$ cat src/rtl/nibble_serial_adder_ctrl.sv
// nibble_serial_adder_ctrl
// Adds two WIDTH-bit operands one nibble per cycle through an external
// 4-bit adder slice. The inter-nibble carry lives in r_carry and the partial
// sums are collected in r_sum. Valid/ready handshakes on operand and result.
//
// state | meaning
// ------+-------------------------------------------------------------
// IDLE  | waiting for an operand word; in_ready high
// RUN   | presenting nibble r_idx to the slice, capturing its sum/carry
// DONE  | result held on out_*; waiting for out_ready

module nibble_serial_adder_ctrl #(
    parameter int WIDTH = 16
) (
    input  logic             clk,
    input  logic             rst_n,
    input  logic             in_valid,
    output logic             in_ready,
    input  logic [WIDTH-1:0] in_a,
    input  logic [WIDTH-1:0] in_b,
    input  logic             in_cin,
    output logic [3:0]       slc_a,
    output logic [3:0]       slc_b,
    output logic             slc_cin,
    input  logic [3:0]       slc_sum,
    input  logic             slc_cout,
    output logic             out_valid,
    input  logic             out_ready,
    output logic [WIDTH-1:0] out_sum,
    output logic             out_cout,
    output logic             out_ovf
);

    localparam int N     = WIDTH / 4;
    localparam int IDX_W = (N > 1) ? $clog2(N) : 1;
    localparam logic [IDX_W-1:0] LAST_IDX = IDX_W'(N - 1);

    typedef enum logic [1:0] {
        IDLE = 2'd0,
        RUN  = 2'd1,
        DONE = 2'd2
    } state_t;

    state_t           r_state;
    state_t           w_state_nxt;
    logic [WIDTH-1:0] r_a;
    logic [WIDTH-1:0] r_b;
    logic [WIDTH-1:0] r_sum;
    logic             r_carry;
    logic [IDX_W-1:0] r_idx;
    logic [IDX_W+1:0] w_base;
    logic             w_last;

    // Bit offset of the current nibble and last-nibble flag.
    assign w_base = {r_idx, 2'b00};
    assign w_last = (r_idx == LAST_IDX);

    // Result outputs come straight from registers; nothing from in_* reaches them.
    assign out_sum  = r_sum;
    assign out_cout = r_carry;
    assign out_ovf  = (r_a[WIDTH-1] == r_b[WIDTH-1]) && (r_sum[WIDTH-1] != r_a[WIDTH-1]);

    // State register.
    always_ff @(posedge clk) begin
        if (!rst_n) begin
            r_state <= IDLE;
        end else begin
            r_state <= w_state_nxt;
        end
    end

    // Next-state logic and handshake/slice outputs.
    // in_ready is gated by rst_n so it reads 0 while reset is being applied.
    always_comb begin
        w_state_nxt = r_state;
        in_ready    = 1'b0;
        out_valid   = 1'b0;
        slc_a       = 4'h0;
        slc_b       = 4'h0;
        slc_cin     = 1'b0;
        case (r_state)
            IDLE: begin
                in_ready = rst_n;
                if (in_valid) begin
                    w_state_nxt = RUN;
                end
            end
            RUN: begin
                slc_a   = r_a[w_base +: 4];
                slc_b   = r_b[w_base +: 4];
                slc_cin = r_carry;
                if (w_last) begin
                    w_state_nxt = DONE;
                end
            end
            DONE: begin
                out_valid = 1'b1;
                if (out_ready) begin
                    w_state_nxt = IDLE;
                end
            end
            default: begin
                w_state_nxt = IDLE;
            end
        endcase
    end

    // Operand capture, nibble stepping and partial-sum collection.
    always_ff @(posedge clk) begin
        if (!rst_n) begin
            r_a     <= '0;
            r_b     <= '0;
            r_sum   <= '0;
            r_carry <= 1'b0;
            r_idx   <= '0;
        end else begin
            case (r_state)
                IDLE: begin
                    if (in_valid) begin
                        r_a     <= in_a;
                        r_b     <= in_b;
                        r_carry <= in_cin;
                        r_sum   <= '0;
                        r_idx   <= '0;
                    end
                end
                RUN: begin
                    r_sum[w_base +: 4] <= slc_sum;
                    r_carry            <= slc_cout;
                    r_idx              <= w_last ? '0 : r_idx + IDX_W'(1);
                end
                default: begin
                end
            endcase
        end
    end

endmodule

$ cat config.mk
export PLATFORM = sky130hd
export DESIGN_NAME = nibble_serial_adder_ctrl
export DESIGN_NICKNAME = d
export VERILOG_FILES = /design/src/rtl/nibble_serial_adder_ctrl.sv
export SDC_FILE = /design/constraint.sdc
export NUM_CORES = 1
export LEC_CHECK = 0
export BUFFER_PORTS_ARGS = -buffer_cell sky130_fd_sc_hd__buf_4
export CORE_ASPECT_RATIO = 1.2
export CORE_MARGIN = 2
export CORE_UTILIZATION = 55
export CTS_CLUSTER_SIZE = 12
export DETAILED_ROUTE_END_ITERATION = 8
export PLACE_DENSITY_LB_ADDON = 0.1
export SLEW_MARGIN = 15
export SYNTH_ARGS = -nofsm -noshare
export SYNTH_HDL_FRONTEND = slang
export SYNTH_SLANG_ARGS = --single-unit
$ cat constraint.sdc
create_clock -name clk -period 4.9 [get_ports clk]
set_input_delay 0.98 -clock clk [delete_from_list [all_inputs] [get_ports clk]]
set_output_delay 0.98 -clock clk [all_outputs]
set_load 0.03 [all_outputs]
# After elaboration in Yosys (flattened, before gate mapping)
# Cells that the tools add are included.
# word_totals
reg_bits	53
in_bits	42
out_inout_bits	29
wordCells	43
# classes
addsub	2
n_eq_ne	8
shift	4
mux	17
reduce_logical	6
# op_table
op	n
$pmux 16 s2	1
$shiftx 16x5->4	2
$bwmux 16	1
$mux 16	1
$shift 4x6->16 const A	1
$shiftx 4x6->16	1
$mux 2	5
$mux 4	2
$ne 2x2->1 const B	3
$neg 4->6	1
$pmux 2 s3	1
$eq 2x2->1 const B	2
$mux 1	4
$pmux 2 s2	1
$reduce_and 2->1	2
$reduce_and 3->1	1
$add 2x1->2 const B	1
$eq 2x1->1 const B	1
$logic_not 2->1	1
$pmux 1 s2	1
$reduce_bool 2->1	1
$eq 1x1->1	1
$logic_and 1x1->1	1
$ne 1x1->1	1

# Depth between registers and ports, before layout
# Gate-level depths: netlist of run 1.
# depth
depth_word	4
depth_mapped	6
depth_no_buf	5

# Worst setup path after synthesis of run 1
# Ideal clock, no wire load.
# synth_path
path_type	input -> output
startpoint	input port rst_n
endpoint	output port in_ready
arrival_time_ns	1.443
required_time_ns	3.920
slack_ns	2.477
cell_stages	2
path_buffers	0
cell_sequence	nand2b_1 -> nor2_1
# synth_via
elab_chain_cells	1
# synth_rtl
element	line_no	source
start: declaration	16	input logic rst_n,
$mux 1	81	case (r_state)
end: declaration	18	output logic in_ready,
# No other way between the ends.

# Worst setup path after layout of run 1
# layout_path
startpoint	register r_idx[0]
endpoint	output port slc_a[3]
# layout_via
elab_chain_cells	2
# layout_rtl
element	line_no	source
start: declaration	50	logic [IDX_W-1:0] r_idx;
start signal: assignment	130	r_idx <= w_last ? '0 : r_idx + IDX_W'(1);
$shiftx 16x5->4	89	slc_a = r_a[w_base +: 4];
$mux 4	81	
end: declaration	22	output logic [3:0] slc_a,
# No other way between the ends.

==> reports/qor.csv, run 1 <==
metric,value,unit
Logic pwr share,15.1,%
peak supply drop,0.226,mV
fin crit period,3.09,ns
Root Buffer,clkbuf_8,
run status,"complete, no violations",
Hold WS,0.451,ns
critical-path cell list,"mux4_1, and2_1, buf_4",
final clock skew,0.00684,ns
synthesized area,2400,sq um
Synth Area in Compound Gates,17.2,%
CTS HTree Levels,2,
Synth Area in Simple Gates,22.1,%
Worst slew margin,28.8,%
r2r setup slk,2.80,ns
Initial Utilization,56.8,%
FP Rows,26,
CTS buffer count,5,
RR Startpoint,r_idx[0]$_SDFFE_PN0P_,
Hold Crit Start,r_a[9]$_SDFFE_PN0P_,
GR Util All Layers,22.0,%
Synth-to-Final Area Change,24.4,%
chip width,64.3,microns
DR pass1 iterations,4,
first-pass GRT wire length,8610,microns
clock sink count,53,
Final GP Congestion,0.734,
I/O Pins,71,
switching share of power,25.8,%
Synth Area in Adders,3.13,%
endpoints failing setup,0,
# hold bufs at CTS,0,
Synth cell types,30,
Die ar.,4910,sq um
Reg power frac,56.3,%
gr ovfl total,0,
remaining antenna violation count after routing,0,
clock share of power,28.6,%
TritonCTS clock tree,built,
unrepaired setup endpoints after global routing,no,
Setup TNS,0,ns
Critical Path AT,2.11,ns
largest family of logic cells by synthesized area,simple AND/OR/NAND/NOR gates,
Avg Synthesized Cell Area,8.86,sq um
pwr dens,277,nW/um^2
register area share after synthesis,44.2,%
Hold Path Class,reg -> reg,
DRC,0,
slowest cell on the critical path,dfxtp_1,
WS Path Type,reg -> out,
Ant. Diodes,0,
Critical path origin,r_idx[0]$_SDFFE_PN0P_,
CP Max Fanout,16,
Worst-Margin Slew,1.07,ns
YS warnings,0,
MaxCap Viol Count,0,
Worst EP required,3.92,ns
initial antenna violation count,0,
Vert. Die Dim,76.4,microns
fmax,323,MHz
postcts setup bufs,0,
final worst path period share,63.1,%
mux contribution to synthesized area,7.97,%
Vias/cell,5.21,
cells after synthesis,271,
vias in the first global route,1921,
largest net degree at the start of global routing,58,
post-layout util,70.7,%
register bit total from synthesis,53,
CP peak stage delay,0.84,ns
Sw Pwr,0.000214,W
Clock transition at path regs,0.09,ns
post-cts resize count,0,
layout net count,379,
"Net Count, Synth",319,
pre-CTS WS,2.10,ns
routed via count,2021,
Leak Pwr,1.26,nW
Max Slew Vio Count,0,
Worst Setup Start Kind,flop,
clk_lat worst skew,0.30,ns
fraction of layout cells with a size suffix above 1,25.6,%
core box area,4230,sq um
WL/cell,12.5,microns
Post-Route WL,4860,microns
internal power,0.000613,W
crit path buf inv count,1,
placed wire-length estimate,3400,microns
Worst path top cell family by delay,flip-flops,
Iter 0 DRT Violations,116,
Hold Fails Final Rpt,0,
XOR/XNOR share of the synthesized area,0,%
post-route setup slack,1.81,ns
clk buf depth,2,
Critical Path End Type,output port,
Port Buffers,70,
## worst paths after layout
path / to / cells after the start
setup / recovery: slc_a[3] / 3
setup reg to reg: out_sum[4]$_SDFFE_PN0P_ / 5
hold / removal: r_a[9]$_SDFFE_PN0P_ / 2
hold reg to reg: r_a[9]$_SDFFE_PN0P_ / 2
## worst reg2reg max path: stages (launching register included)
cell and delay [ns]:
dfxtp_1 0.84, inv_2 0.15, ha_1 0.37, nor2b_1 0.20, nand4_1 0.20, o22ai_1 0.27
## metrics by stage
stage | instances | area (sq um) | power, W
5_1_grt | 388 | 2990 | 0.000866
2_1_floorplan | 271 | 2400 | 0.000556
6_report | 388 | 2990 | 0.000827
3_3_place_gp | 379 | 2890 | 0.000598
3_5_place_dp | 379 | 2890 | 0.000601
4_1_cts | 387 | 2980 | 0.000835
## sequential cells by signal, summed over array words and instances (netlist names)
signal    count
r_b          16
out_cout      1
r_a          16
out_sum      16
r_idx         2
r_state       2
## cell families (layout without fill, tap and decap cells)
group,Yosys count,after routing
buffers and inverters,23,84
adder cells (fa/ha/maj),6,6
multiplexers,8,8
AND/OR/NAND/NOR,122,122
flip-flops,53,53
AO/OA/AOI/OAI,59,59
## cell type report
type / count / area [sq um]
clock inverters: 1 / 7.51
inverters: 5 / 18.8
repair buffers: 71 / 537
fillers: 357 / 1240
well taps: 56 / 70.1
multi-input cells: 195 / 1220
flip-flops and latches: 53 / 1060
clock buffers: 7 / 76.3
## cells in the final DEF, fill, tap and decap left out, types with 2 or more instances in the layout
cell type   n
a21boi_1   34
a21oi_1     4
and2_1     10
buf_4      70
clkbuf_1    2
clkbuf_8    5
dfxtp_1    53
ha_1        6
inv_1       4
mux4_1      3
mux4_2      5
nand2_1    92
nand2b_1    3
nand4_1     4
nor2_1      5
nor2b_1     2
o22ai_1    16
## synthesized netlist by cell type
cell type,count,area [sq um]
o21ai_0,1,5.00
nor3b_2,1,12.5
nand3_1,1,5.00
mux4_1,3,78.8
inv_2,1,3.75
a21boi_1,34,255
buf_6,4,45.0
mux4_2,5,113
nor2_1,5,18.8
and2_1,10,62.6
ha_1,6,75.1
nand2b_1,3,18.8
nand2_1,92,345
o21ai_1,1,5.00
o22ai_1,16,100
inv_1,4,15.0
a21oi_1,4,20.0
or3_1,1,6.26
clkbuf_1,6,22.5
and2b_2,1,8.76
buf_4,1,7.51
a2bb2oi_1,1,8.76
o221a_1,1,11.3
nor3b_1,1,7.51
or3b_1,1,8.76
o2bb2ai_1,1,8.76
dfxtp_1,53,1060
buf_2,7,35.0
nor2b_1,2,12.5
nand4_1,4,25.0
## power by group through the flow
stage	clock network [W]	registers, W	logic [W]
floorplan	0	0.000473	0.0000833
global placement	0	0.000476	0.000123
detailed placement	0	0.000476	0.000124
CTS	0.000244	0.000466	0.000125
global route	0.000258	0.000469	0.000139
finish	0.000236	0.000466	0.000125
## metal layers
layer | vias up | GRT usage [%] | wire (microns)
met4 | 0 | 7.66 | 78
met5 | - | 0 | 0
li1 | 1037 | - | -
met3 | 6 | 3.99 | 229
met1 | 922 | 28.7 | 2180
met2 | 56 | 36.4 | 2380
(Power assumes the default switching activity.)
==> inputs of run 2 (changes only) <==
- CORE_UTILIZATION: 55 -> 46
- clock period: 4.9 -> 2.5 ns (I/O delays scaled with it)
==> run 2 against run 1 <==
  * Clock skew about the same
  * Critical path depth rose by 1
  * Clock-buffer cell count is 1 lower
  * Clock power grew 99%
  * Core utilization down 10 points
  * Wire length grew 8.2%
  * Via count rose by 1.2%
  * Setup slack got worse by 1.6 ns
  * Critical endpoint is now slc_b[3]
  * Largest cell class unchanged
==> reports/qor.csv, run 2 (synthesized netlist as in run 1, its figures left out) <==
metric,value,unit
run status,"complete, no violations",
fmax,442,MHz
post-layout util,60.7,%
Worst Reg2Reg Path Length in Cells,5,
remaining antenna violation count after routing,0,
clk buf depth,2,
I/O Pins,71,
core box area,4970,sq um
# hold bufs at CTS,0,
area of the multi-input gates,1220,sq um
Final GP Congestion,0.785,
CP Max Fanout,8,
Iter 0 DRT Violations,65,
Vias/cell,5.18,
final clock skew,0.00652,ns
Hold Crit Start,in_b[10],
DRC,0,
Worst slew margin,28.4,%
layout net count,382,
DR pass1 iterations,4,
gr ovfl total,0,
Root Buffer,clkbuf_8,
routed via count,2045,
final worst path period share,90.6,%
Hold Fails Final Rpt,0,
placed wire-length estimate,3790,microns
Worst EP required,2.00,ns
Ant. Diodes,0,
Leak Pwr,1.27,nW
WS Path Type,reg -> out,
Reg area,1060,sq um
Critical Path End Type,output port,
Port Buffers,70,
Post-DP Area,2930,sq um
first-pass GRT wire length,8890,microns
pwr dens,541,nW/um^2
"Design Area, Final",3020,sq um
fraction of layout cells with a size suffix above 1,26.9,%
CTS buffer count,5,
Post-Route WL,5270,microns
Worst Setup Start Kind,flop,
clock sink count,53,
Max Slew Vio Count,0,
FILL cells,491,
peak supply drop,0.342,mV
Clock transition at path regs,0.09,ns
Worst-Margin Slew,1.07,ns
unrepaired setup endpoints after global routing,no,
Critical Path AT,1.76,ns
Hold Path Class,in -> reg,
worst flop-to-flop path endpoint,out_sum[4]$_SDFFE_PN0P_,
RR Startpoint,r_idx[1]$_SDFFE_PN0P_,
FP Rows,28,
worst hold stages,3,
r2r setup slk,0.51,ns
WL/cell,13.3,microns
Synth-to-Final Area Change,25.6,%
Die ar.,5820,sq um
Initial Utilization,48.3,%
GR Util All Layers,18.6,%
initial antenna violation count,0,
most frequent cells in the layout,"92 x nand2_1, 74 x buf_4, 52 x dfxtp_1",
CTS HTree Levels,2,
TritonCTS clock tree,built,
Hold WS,0.430,ns
endpoints failing setup,0,
MaxCap Viol Count,0,
Vert. Die Dim,83.2,microns
fin crit period,2.26,ns
largest net degree at the start of global routing,34,
Hold EP,r_b[10]$_SDFFE_PN0P_,
Setup TNS,0,ns
chip width,70.0,microns
"most common cell after layout, fill and taps aside",nand2_1,
vias in the first global route,2030,
clk_lat worst skew,0.30,ns
[run 2: changes by cell type in the layout (fill, tap and decap cells not counted), sizes merged]
cell,before,now
buf,71,74
clkbuf,7,6
clkinvlp,1,2
[run 2: critical path, cell delays in order (launching register included)]
cell and delay (ns):
dfxtp_2 0.40, buf_4 0.20, mux4_1 0.54, and2_1 0.16, buf_4 0.16
[run 2: worst max-delay path by stage]
| stage | start | to | slack (ns) |
|---|---|---|---|
| floorplan | r_idx[0]$_SDFFE_PN0P_ | slc_a[0] | 0.62 |
| global placement | r_idx[0]$_SDFFE_PN0P_ | slc_b[0] | 0.49 |
| detailed placement | r_idx[0]$_SDFFE_PN0P_ | slc_b[3] | 0.46 |
| CTS | r_idx[0]$_SDFFE_PN0P_ | slc_b[3] | 0.12 |
| global route | r_idx[0]$_SDFFE_PN0P_ | slc_b[0] | 0.09 |
| finish | r_idx[0]$_SDFFE_PN0P_ | slc_b[3] | 0.24 |
[run 2: layout make-up]
type / instances / area share (%)
Timing Repair Buffer: 74 / 18.4
Clock buffer: 6 / 2.40
Clock inverter: 2 / 0.498
Inverter: 5 / 0.622
Multi-Input combinational cell: 195 / 40.4
Tap cell: 60 / 2.49
Sequential cell: 53 / 35.2
[run 2: through the flow]
stage	cells	total power, W	worst slack (ns)
3_5_place_dp	387	0.00119	0.465
2_1_floorplan	271	0.00109	0.625
4_1_cts	395	0.00165	0.119
6_report	395	0.00163	0.235
5_1_grt	395	0.00172	0.0933
3_3_place_gp	387	0.00118	0.492
[run 2: repair_timing]
action / in CTS / in global routing
buffers inserted: 0 / 0
endpoints found under the setup margin: 0 / 1
gates resized for setup: 0 / 1
[run 2: where the power goes]
group / total [W] / switching, W / internal, W / leakage (nW)
Combinational: 0.000255 / 0.000130 / 0.000125 / 0.799
Clock: 0.000470 / 0.000273 / 0.000198 / 0.0374
Sequential: 0.000909 / 0.0000272 / 0.000881 / 0.433
[run 2: per-layer routing]
| layer | track usage [%] | routed length [microns] | part of all wire [%] |
|---|---|---|---|
| met5 | 0 | 0 | 0 |
| met4 | 5.94 | 72 | 1.4 |
| met3 | 4.61 | 273 | 5.2 |
| met2 | 32.6 | 2580 | 49 |
| met1 | 22.1 | 2340 | 45 |
==> inputs of run 3 (changes only) <==
- CTS_BUF_LIST: not set -> sky130_fd_sc_hd__clkbuf_8 sky130_fd_sc_hd__clkbuf_16
==> run 3 against run 2 <==
  * Critical path depth unchanged
  * Cell area unchanged
  * Power decreased by 0.22%
  * Sequential share of layout area unchanged
  * Global-route usage unchanged
  * Fmax about the same
==> reports/qor.csv, run 3 (synthesized netlist as in run 1, its figures left out) <==
metric,value,unit
run status,"complete, no violations",
clock share of power,28.6,%
DRC,0,
core box area,4970,sq um
Synth-to-Final Area Change,25.6,%
fraction of layout cells with a size suffix above 1,26.9,%
Vert. Die Dim,83.2,microns
internal power,0.00120,W
critical-path cell list,"buf_4, mux4_1, and2_1, buf_4",
switching share of power,26.4,%
Leak Pwr,1.27,nW
TritonCTS clock tree,built,
WL/cell,13.3,microns
Critical Path End Type,output port,
largest net degree at the start of global routing,34,
Initial Utilization,48.3,%
Root Buffer,clkbuf_8,
Final GP Congestion,0.785,
total power,0.00163,W
CTS buffer count,5,
fmax,441,MHz
CP dominant cell by count,buf_4,
pre-CTS WS,0.465,ns
Post-Route WL,5270,microns
clk_lat worst skew,0.31,ns
unrepaired setup endpoints after global routing,no,
Reg power frac,55.7,%
post-route setup slack,0.234,ns
routed via count,2045,
peak supply drop,0.343,mV
Iter 0 DRT Violations,65,
most frequent cells in the layout,"92 x nand2_1, 74 x buf_4, 52 x dfxtp_1",
clk buf depth,2,
GR Util All Layers,18.6,%
Hold Path Class,in -> reg,
remaining antenna violation count after routing,0,
Ant. Diodes,0,
Setup TNS,0,ns
MaxCap Viol Count,0,
first-pass GRT wire length,8890,microns
CTS HTree Levels,2,
endpoints failing setup,0,
I/O Pins,71,
Worst path top cell family by delay,multiplexers,
vias in the first global route,2030,
CP Max Fanout,8,
Critical Path AT,1.77,ns
# hold bufs at CTS,0,
slowest cell on the critical path,mux4_1,
Hold Fails Final Rpt,0,
Die ar.,5820,sq um
DR pass1 iterations,4,
Port Buffers,70,
Clock transition at path regs,0.09,ns
Logic pwr share,15.6,%
FP Rows,28,
Worst Setup Start Kind,flop,
Max Slew Vio Count,0,
gr ovfl total,0,
Worst-Margin Slew,1.07,ns
Worst slew margin,28.4,%
"most common cell after layout, fill and taps aside",nand2_1,
post-layout util,60.7,%
fin crit period,2.27,ns
placed wire-length estimate,3790,microns
Worst EP required,2.00,ns
pwr dens,540,nW/um^2
CP peak stage delay,0.54,ns
initial antenna violation count,0,
chip width,70.0,microns
crit path buf inv count,2,
WS Path Type,reg -> out,
layout net count,382,
Vias/cell,5.18,
Sw Pwr,0.000430,W
final worst path period share,90.6,%
final clock skew,0.00690,ns
clock sink count,53,
-- run 3: metal layers --
layer / vias to the layer above / global-route usage, % / wire length, microns
li1: 1045 / - / -
met1: 948 / 22.1 / 2350
met2: 46 / 32.6 / 2580
met3: 6 / 4.61 / 273
met4: 0 / 5.94 / 72
met5: - / 0 / 0
-- run 3: worst register-to-register path, stage by stage (launching register included) --
cell	delay, ns
dfxtp_1	0.71
inv_1	0.18
ha_1	0.37
nor2b_1	0.21
nand4_1	0.23
o22ai_1	0.22
-- run 3: final cells by class --
cell class	instances	area, sq um
Clock buffer	5	68.8
Clock inverter	3	18.8
Fill cell	491	1960
Inverter	5	18.8
Multi-Input combinational cell	195	1220
Sequential cell	53	1060
Tap cell	60	75.1
Timing Repair Buffer	74	556
-- run 3: final timing paths --
path / from / to / slack (ns) / depth (start not counted)
worst max-delay path: r_idx[0]$_SDFFE_PN0P_ / slc_b[3] / 0.23 / 4
worst max register to register: r_idx[1]$_SDFFE_PN0P_ / out_sum[4]$_SDFFE_PN0P_ / 0.51 / 5
worst min register to register: r_b[7]$_SDFFE_PN0P_ / r_b[7]$_SDFFE_PN0P_ / 0.45 / 2
worst min-delay path: in_a[14] / r_a[14]$_SDFFE_PN0P_ / 0.43 / 3
-- run 3: timing repair --
item | in CTS | in global routing
gates resized for setup | 0 | 1
setup buffers | 0 | 0
endpoints found under the setup margin | 0 | 1
hold endpoints to repair | 0 | 0
-- run 3: per-stage QoR --
step	instances	area [sq um]	hold slack [ns]
global route	395	3020	0.422
finish	395	3020	0.430
global placement	387	2930	0.438
CTS	395	3020	0.425
floorplan	271	2400	0.430
detailed placement	387	2930	0.442
-- run 3: power by group through the flow --
| stage | sequential, W | combinational, W | clock [W] |
|---|---|---|---|
| 2_1_floorplan | 0.000927 | 0.000163 | 0 |
| 3_3_place_gp | 0.000927 | 0.000255 | 0 |
| 3_5_place_dp | 0.000929 | 0.000258 | 0 |
| 4_1_cts | 0.000909 | 0.000258 | 0.000479 |
| 5_1_grt | 0.000914 | 0.000282 | 0.000516 |
| 6_report | 0.000909 | 0.000255 | 0.000467 |
